--- config.mk ---
export PLATFORM = sky130hd
export DESIGN_NAME = uart_apb_sched
export DESIGN_NICKNAME = d
export VERILOG_FILES = /design/src/rtl/uart_apb_sched.sv
export SDC_FILE = /design/constraint.sdc
export NUM_CORES = 1
export LEC_CHECK = 0
export CAP_MARGIN = 25
export CORE_MARGIN = 2
export CORE_UTILIZATION = 45
export DETAILED_ROUTE_END_ITERATION = 16
export MAX_ROUTING_LAYER = met4
export PLACE_DENSITY_LB_ADDON = 0.3
export SLEW_MARGIN = 20
export SYNTH_ARGS = -nofsm -noshare
export SYNTH_HDL_FRONTEND = slang
export SYNTH_SLANG_ARGS = --single-unit
--- constraint.sdc ---
create_clock -name pclk -period 2 [get_ports pclk]
set_clock_uncertainty 0.05 [all_clocks]
set_input_delay 0.3 -clock pclk [delete_from_list [all_inputs] [get_ports pclk]]
set_output_delay 0.3 -clock pclk [all_outputs]
set_load 0.005 [all_outputs]
--- src/rtl/uart_apb_sched.sv ---
// rtl/uart_apb_sched.sv - APB master sharing the UART register block between two TX requesters and one RX consumer
module uart_apb_sched #(
  parameter logic [7:0]  CFG_RESET = 8'h03,
  parameter int unsigned POLL_GAP  = 4,
  parameter int unsigned TIMEOUT   = 32
) (
  input  logic       pclk,
  input  logic       preset,
  output logic [3:0] m_paddr,
  output logic       m_psel,
  output logic       m_penable,
  output logic       m_pwrite,
  output logic [7:0] m_pwdata,
  input  logic [7:0] m_prdata,
  input  logic       m_pready,
  input  logic       req0_valid,
  input  logic [7:0] req0_data,
  output logic       req0_ready,
  input  logic       req1_valid,
  input  logic [7:0] req1_data,
  output logic       req1_ready,
  output logic       rx_valid_o,
  output logic [7:0] rx_data_o,
  input  logic       rx_ready_i,
  input  logic [7:0] cfg_data,
  input  logic       cfg_req,
  output logic       cfg_busy,
  output logic       ovr_o,
  output logic       err_o
);

  localparam logic [3:0] ADDR_CFG  = 4'h0;
  localparam logic [3:0] ADDR_TX   = 4'h2;
  localparam logic [3:0] ADDR_RX   = 4'h3;
  localparam logic [3:0] ADDR_STAT = 4'h4;
  localparam logic [7:0] TMO_LAST  = 8'(TIMEOUT - 1);
  localparam logic [7:0] GAP_LAST  = 8'(POLL_GAP - 1);

  typedef enum logic [3:0] {
    ST_DECIDE, ST_GAP,
    ST_CFG_S, ST_CFG_A,
    ST_POLL_S, ST_POLL_A, ST_POLL_C,
    ST_RX_S, ST_RX_A, ST_RX_C,
    ST_TX_S, ST_TX_A
  } state_t;

  state_t     state_q, state_d;
  logic       rr_q, rr_d;
  logic       grant_q, grant_d;
  logic [7:0] wdata_q, wdata_d;
  logic [7:0] cfg_val_q, cfg_val_d;
  logic       cfg_pend_q, cfg_pend_d;
  logic       cfg_again_q, cfg_again_d;
  logic [7:0] status_q, status_d;
  logic       rx_valid_q, rx_valid_d;
  logic [7:0] rx_data_q, rx_data_d;
  logic       ovr_q, ovr_d;
  logic       err_q, err_d;
  logic [1:0] rdy_q, rdy_d;
  logic [7:0] tmo_q, tmo_d;
  logic [7:0] gap_q, gap_d;
  logic       gnt;

  // Round-robin grant: the pointed-to requester if it is offering, else the other one
  always_comb begin
    gnt = rr_q ? req1_valid : ~req0_valid;
  end

  // Next-state, bus drive and bookkeeping for the whole scheduler
  always_comb begin
    state_d     = state_q;
    rr_d        = rr_q;
    grant_d     = grant_q;
    wdata_d     = wdata_q;
    cfg_val_d   = cfg_val_q;
    cfg_pend_d  = cfg_pend_q;
    cfg_again_d = cfg_again_q;
    status_d    = status_q;
    rx_valid_d  = rx_valid_q;
    rx_data_d   = rx_data_q;
    ovr_d       = ovr_q;
    err_d       = 1'b0;
    rdy_d       = 2'b00;
    tmo_d       = tmo_q;
    gap_d       = gap_q;
    m_psel      = 1'b0;
    m_penable   = 1'b0;
    m_pwrite    = 1'b0;
    m_paddr     = 4'h0;

    if (cfg_req) begin
      cfg_val_d  = cfg_data;
      cfg_pend_d = 1'b1;
    end
    if (rx_valid_q && rx_ready_i) begin
      rx_valid_d = 1'b0;
    end

    case (state_q)
      ST_DECIDE: begin
        if (cfg_pend_q) begin
          state_d     = ST_CFG_S;
          wdata_d     = cfg_val_q;
          cfg_again_d = cfg_req;
        end else begin
          state_d = ST_POLL_S;
        end
      end
      ST_GAP: begin
        if (gap_q == 8'd0) state_d = ST_DECIDE;
        else               gap_d   = gap_q - 8'd1;
      end
      ST_CFG_S, ST_CFG_A: begin
        m_psel    = 1'b1;
        m_pwrite  = 1'b1;
        m_paddr   = ADDR_CFG;
        // A request landing while the value is already on the bus must not be lost
        if (cfg_req) cfg_again_d = 1'b1;
        if (state_q == ST_CFG_S) begin
          state_d = ST_CFG_A;
        end else begin
          m_penable = 1'b1;
          if (m_pready) begin
            cfg_pend_d = cfg_again_q | cfg_req;
            state_d    = ST_DECIDE;
          end
        end
      end
      ST_POLL_S: begin
        m_psel  = 1'b1;
        m_paddr = ADDR_STAT;
        state_d = ST_POLL_A;
      end
      ST_POLL_A: begin
        m_psel    = 1'b1;
        m_penable = 1'b1;
        m_paddr   = ADDR_STAT;
        if (m_pready) state_d = ST_POLL_C;
      end
      ST_POLL_C: begin
        status_d = m_prdata;
        if (m_prdata[2]) ovr_d = 1'b1;
        if (m_prdata[1] && !rx_valid_q) begin
          state_d = ST_RX_S;
        end else if ((req0_valid || req1_valid) && !m_prdata[4]) begin
          state_d = ST_TX_S;
          grant_d = gnt;
          wdata_d = gnt ? req1_data : req0_data;
        end else begin
          state_d = ST_GAP;
          gap_d   = GAP_LAST;
        end
      end
      ST_RX_S: begin
        m_psel  = 1'b1;
        m_paddr = ADDR_RX;
        state_d = ST_RX_A;
      end
      ST_RX_A: begin
        m_psel    = 1'b1;
        m_penable = 1'b1;
        m_paddr   = ADDR_RX;
        if (m_pready) state_d = ST_RX_C;
      end
      ST_RX_C: begin
        rx_data_d  = m_prdata;
        rx_valid_d = 1'b1;
        state_d    = ST_DECIDE;
      end
      ST_TX_S: begin
        m_psel   = 1'b1;
        m_pwrite = 1'b1;
        m_paddr  = ADDR_TX;
        state_d  = ST_TX_A;
      end
      ST_TX_A: begin
        m_psel    = 1'b1;
        m_penable = 1'b1;
        m_pwrite  = 1'b1;
        m_paddr   = ADDR_TX;
        if (m_pready) begin
          rdy_d[grant_q] = 1'b1;
          rr_d           = ~grant_q;
          state_d        = ST_DECIDE;
        end
      end
      default: state_d = ST_DECIDE;
    endcase

    // Any access phase that outlives TIMEOUT cycles is abandoned with no side effects
    if (m_penable && !m_pready) begin
      if (tmo_q == TMO_LAST) begin
        state_d = ST_DECIDE;
        err_d   = 1'b1;
      end else begin
        tmo_d = tmo_q + 8'd1;
      end
    end else if (!m_penable) begin
      tmo_d = 8'd0;
    end

    m_pwdata = (m_psel && m_pwrite) ? wdata_q : 8'h00;
  end

  // State and datapath registers; CONFIG write is pending out of reset
  always_ff @(posedge pclk or posedge preset) begin
    if (preset) begin
      state_q     <= ST_DECIDE;
      rr_q        <= 1'b0;
      grant_q     <= 1'b0;
      wdata_q     <= 8'h00;
      cfg_val_q   <= CFG_RESET;
      cfg_pend_q  <= 1'b1;
      cfg_again_q <= 1'b0;
      status_q    <= 8'h00;
      rx_valid_q  <= 1'b0;
      rx_data_q   <= 8'h00;
      ovr_q       <= 1'b0;
      err_q       <= 1'b0;
      rdy_q       <= 2'b00;
      tmo_q       <= 8'd0;
      gap_q       <= 8'd0;
    end else begin
      state_q     <= state_d;
      rr_q        <= rr_d;
      grant_q     <= grant_d;
      wdata_q     <= wdata_d;
      cfg_val_q   <= cfg_val_d;
      cfg_pend_q  <= cfg_pend_d;
      cfg_again_q <= cfg_again_d;
      status_q    <= status_d;
      rx_valid_q  <= rx_valid_d;
      rx_data_q   <= rx_data_d;
      ovr_q       <= ovr_d;
      err_q       <= err_d;
      rdy_q       <= rdy_d;
      tmo_q       <= tmo_d;
      gap_q       <= gap_d;
    end
  end

  assign req0_ready = rdy_q[0];
  assign req1_ready = rdy_q[1];
  assign rx_valid_o = rx_valid_q;
  assign rx_data_o  = rx_data_q;
  assign cfg_busy   = cfg_pend_q;
  assign ovr_o      = ovr_q;
  assign err_o      = err_q;

endmodule

==> flow_metrics.py <==
metrics = {
    "route": {
        "drc_errors_left": 0,
        "via_count": 2670,
        "drt_iter0_markers": 121,
        "drt-wirelength-per-cell_um": 17.3,
        "routed_wirelength_mm": 8.05,
        "postRouteAntennaNets": 0,
        "drt_pass1_iterations": 5,
        "routed_via_density": 5.73,
    },
    "cts": {
        "clkLatencyLatePin_ps": 300,
        "cts-root-buf": "sky130_fd_sc_hd__clkbuf_8",
        "cts_hold_buf": 0,
        "htree_levels": 2,
        "tritoncts_clock_tree": "yes",
        "cts_buffer_depth": 2,
        "clkTransAtPathRegs_ps": 100,
        "cts.sinks": 53,
        "cts_inserted_buffers": 5,
    },
    "sta": {
        "timing.fmax_ghz": 0.488,
        "period_minus_slack_ps": 2050,
        "hold_viol": 0,
        "maxSlewHeadroom_pct": 66.1,
        "setup-violations-final": 2,
        "finalCritPeriodShare_pct": 103,
        "worst_slew_pin_slew_ps": 507,
        "setup_ws_ps": -50.1,
        "grt_setup_unrepaired": "true",
        "drv_slew": 0,
    },
    "global_route": {
        "grt_util_all_layers_pct": 21.7,
        "antenna_violations_before_repair": 0,
        "grt_pass1_vias": 2564,
        "grt_start_max_net_pins": 22,
        "grt_pass1_wl_mm": 12.2,
        "remaining_global_route_overflow": 0,
    },
    "setup_path": {
        "critPathMaxStageDelay_ps": 420,
        "cp_slowest_cell": "sky130_fd_sc_hd__dfrtp_1",
        "end_kind": "register",
        "crit_chain": "buf_6, buf_6, buf_6, nor4bb_4, buf_6, clkbuf_4, nor2_1, a31oi_1, mux2_4",
        "required_ps": 2200,
        "cp_startpoint_kind": "register",
        "setup.worst_path.class": "reg2reg",
        "cp_data_arrival_time_ps": 2250,
        "worst-path-max-fanout": 9,
        "critical_path.most_common_cell": "sky130_fd_sc_hd__buf_6",
    },
    "yosys": {
        "combinational_family_with_the_most_area_after_synthesis": "simple AND/OR/NAND/NOR gates",
        "synth-compound-area-share_pct": 15.0,
        "syn-instance-count": 291,
        "synth-seq-area-share_pct": 46.9,
        "synthArstFlopShare_pct": 100,
        "yosysWarnings": 0,
        "post_synth_xor_area_fraction_pct": 2.16,
        "synth-edff-count": 0,
        "post_synth_fa_ha_maj_area_fraction_pct": 1.32,
        "post_synth_instance_area_sq_um": 2840,
        "dominantRegCellSynth": "sky130_fd_sc_hd__dfrtp_1",
        "ys_seq_elements": 53,
        "synth.net_count": 333,
        "post_synth_cell_types": 49,
        "avgSynthCellArea_sq_um": 9.75,
        "synth.mux.area_fraction_pct": 9.88,
        "synth_simple_gate_area_share_pct": 19.5,
    },
    "pwr": {
        "p_per_area_nw_per_um2": 1090,
        "max-vdd-ir-drop_uv": 668,
        "static-leakage-power_nw": 1.88,
        "report.power.total_mw": 4.55,
    },
    "die": {
        "row_count": 28,
        "start_util_pct": 47.4,
        "core_sq_um": 5990,
        "die_area_sq_um": 6960,
        "die_width_um": 83.4,
        "boundaryPins": 68,
        "floorplan.die.height_um": 83.4,
    },
    "finish": {
        "number_of_nets_in_the_finished_design": 432,
        "drive_above_1_share_pct": 27.9,
        "final_cells": 466,
        "syn2layout_area_growth_pct": 47.4,
        "antenna_fix_cells": 0,
    },
    "min_path": {
        "hold_class": "in2async",
    },
    "placed_design": {
        "place.gp.congestion": 0.887,
        "place.detailed.hpwl_mm": 5.04,
        "dp_cells": 435,
        "portBuffers": 66,
    },
    "status": {
        "violations_in_the_final_reports": "setup timing",
        "run_status": "finished with violations",
    },
    "run": {
        "max-cap-violations": 0,
    },
}
worst paths after layout:
path                       startpoint         end  slack (ps)  depth (start not counted)
min reg2reg                   grant_q    rdy_q[0]         430                          1
max in group asynchronous      preset    gap_q[2]        1040                          3
max                        state_q[3]  wdata_q[1]         -50                          9
min                            preset    gap_q[0]         280                          2
min in group pclk             grant_q    rdy_q[0]         430                          1
max reg2reg                state_q[3]  wdata_q[1]         -50                          9
synth_stat cells (4+ instances only):
cell type | count | area [sq um]
sky130_fd_sc_hd__and3_1 | 11 | 68.8
sky130_fd_sc_hd__nand2b_1 | 8 | 50.1
sky130_fd_sc_hd__xor2_1 | 4 | 35.0
sky130_fd_sc_hd__nor3_1 | 12 | 60.1
sky130_fd_sc_hd__o21ai_0 | 14 | 70.1
sky130_fd_sc_hd__clkbuf_1 | 11 | 41.3
sky130_fd_sc_hd__nand2_1 | 9 | 33.8
sky130_fd_sc_hd__a21oi_1 | 12 | 60.1
sky130_fd_sc_hd__nand3_1 | 14 | 70.1
sky130_fd_sc_hd__inv_1 | 14 | 52.6
sky130_fd_sc_hd__nor2_1 | 27 | 101
sky130_fd_sc_hd__dfrtp_1 | 50 | 1250
sky130_fd_sc_hd__nor2b_1 | 7 | 43.8
sky130_fd_sc_hd__mux2_2 | 24 | 270
sky130_fd_sc_hd__buf_2 | 5 | 25.0
sky130_fd_sc_hd__a31oi_1 | 16 | 100
flip-flops by register name (all words and copies together), names as in the netlist:
| name | cells |
|---|---|
| cfg_val_q | 8 |
| ovr_o | 1 |
| gap_q | 8 |
| rr_q | 1 |
| grant_q | 1 |
| wdata_q | 8 |
| rdy_q | 2 |
| state_q | 4 |
| tmo_q | 8 |
| err_o | 1 |
| cfg_busy | 1 |
| cfg_again_q | 1 |
| rx_data_o | 8 |
| rx_valid_o | 1 |
power by group:
part           total [mW]  internal, mW  switching (mW)  leakage, nW
Clock               0.728         0.372           0.356       0.0552
Sequential           1.62          1.39           0.238        0.656
Combinational        2.20          1.21           0.994         1.17
area by class of cell:
| type | instances | area (sq um) |
|---|---|---|
| clock inverters | 2 | 35.0 |
| fillers | 443 | 1810 |
| repair buffers | 112 | 1060 |
| inverters | 14 | 56.3 |
| flip-flops and latches | 53 | 1330 |
| multi-input cells | 203 | 1530 |
| repair inverters | 1 | 7.51 |
| clock buffers | 6 | 72.6 |
| well taps | 75 | 93.8 |
cells in the final DEF (no fill, tap or decap), drive strengths merged, types with 3 or more instances in the layout:
cell type and count:
nand3 14, buf 44, xnor2 3, ha 3
dfstp 3, dlygate4sd2 7, a41oi 3, xor2 4
clkbuf 9, dlymetal6s2s 3, nand2 9, a21oi 12
clkdlybuf4s50 53, o211ai 3, a31oi 16, a21o 3
nand2b 8, nor3 12, nor2 27, nand4 3
or4 3, mux2 24, nor2b 7, and3 11
o21ai 14, inv 13, dfrtp 50
metrics by stage:
stage | hold WS, ps | utilization [%] | TNS, ps | instance area [sq um] | setup WS, ps
4_1_cts | 290 | 66.1 | -69.0 | 3960 | -68.5
5_1_grt | 324 | 69.8 | -595 | 4180 | -103
6_report | 280 | 69.8 | -56.7 | 4180 | -50.1
2_1_floorplan | 367 | - | 0 | 2840 | 207
3_5_place_dp | 415 | 62.0 | 0 | 3710 | 26.4
3_3_place_gp | 399 | 62.0 | 0 | 3710 | 48.9
critical path: cells and delay by family (launching register included):
family	cells	cell delay (ps)
multiplexers	1	200
flip-flops	1	420
AND/OR/NAND/NOR	2	360
AO/OA/AOI/OAI	1	200
buffers and inverters	5	760
cell families (layout without fill, tap and decap cells):
group,count (synthesis),after routing
fa+ha+maj,3,3
buf+inv,35,135
other cells,1,1
flops,53,53
mux,25,25
xor+xnor,7,7
simple gates,102,102
compound gates,65,65
routing by layer:
metal	up-vias	part of all wire (%)	GRT usage, %
met5	-	0	-
met4	0	3.6	6.16
met3	26	4.5	3.38
met2	92	52	37.6
met1	1315	40	26.5
li1	1237	-	-
what timing repair did:
item                                    in CTS  in global routing
gates resized for setup                     27                 39
gates cloned                                 1                  2
pin swaps                                    4                 10
endpoints found under the setup margin      14                 27
setup buffers                               12                  9
(Power assumes the default switching activity.)
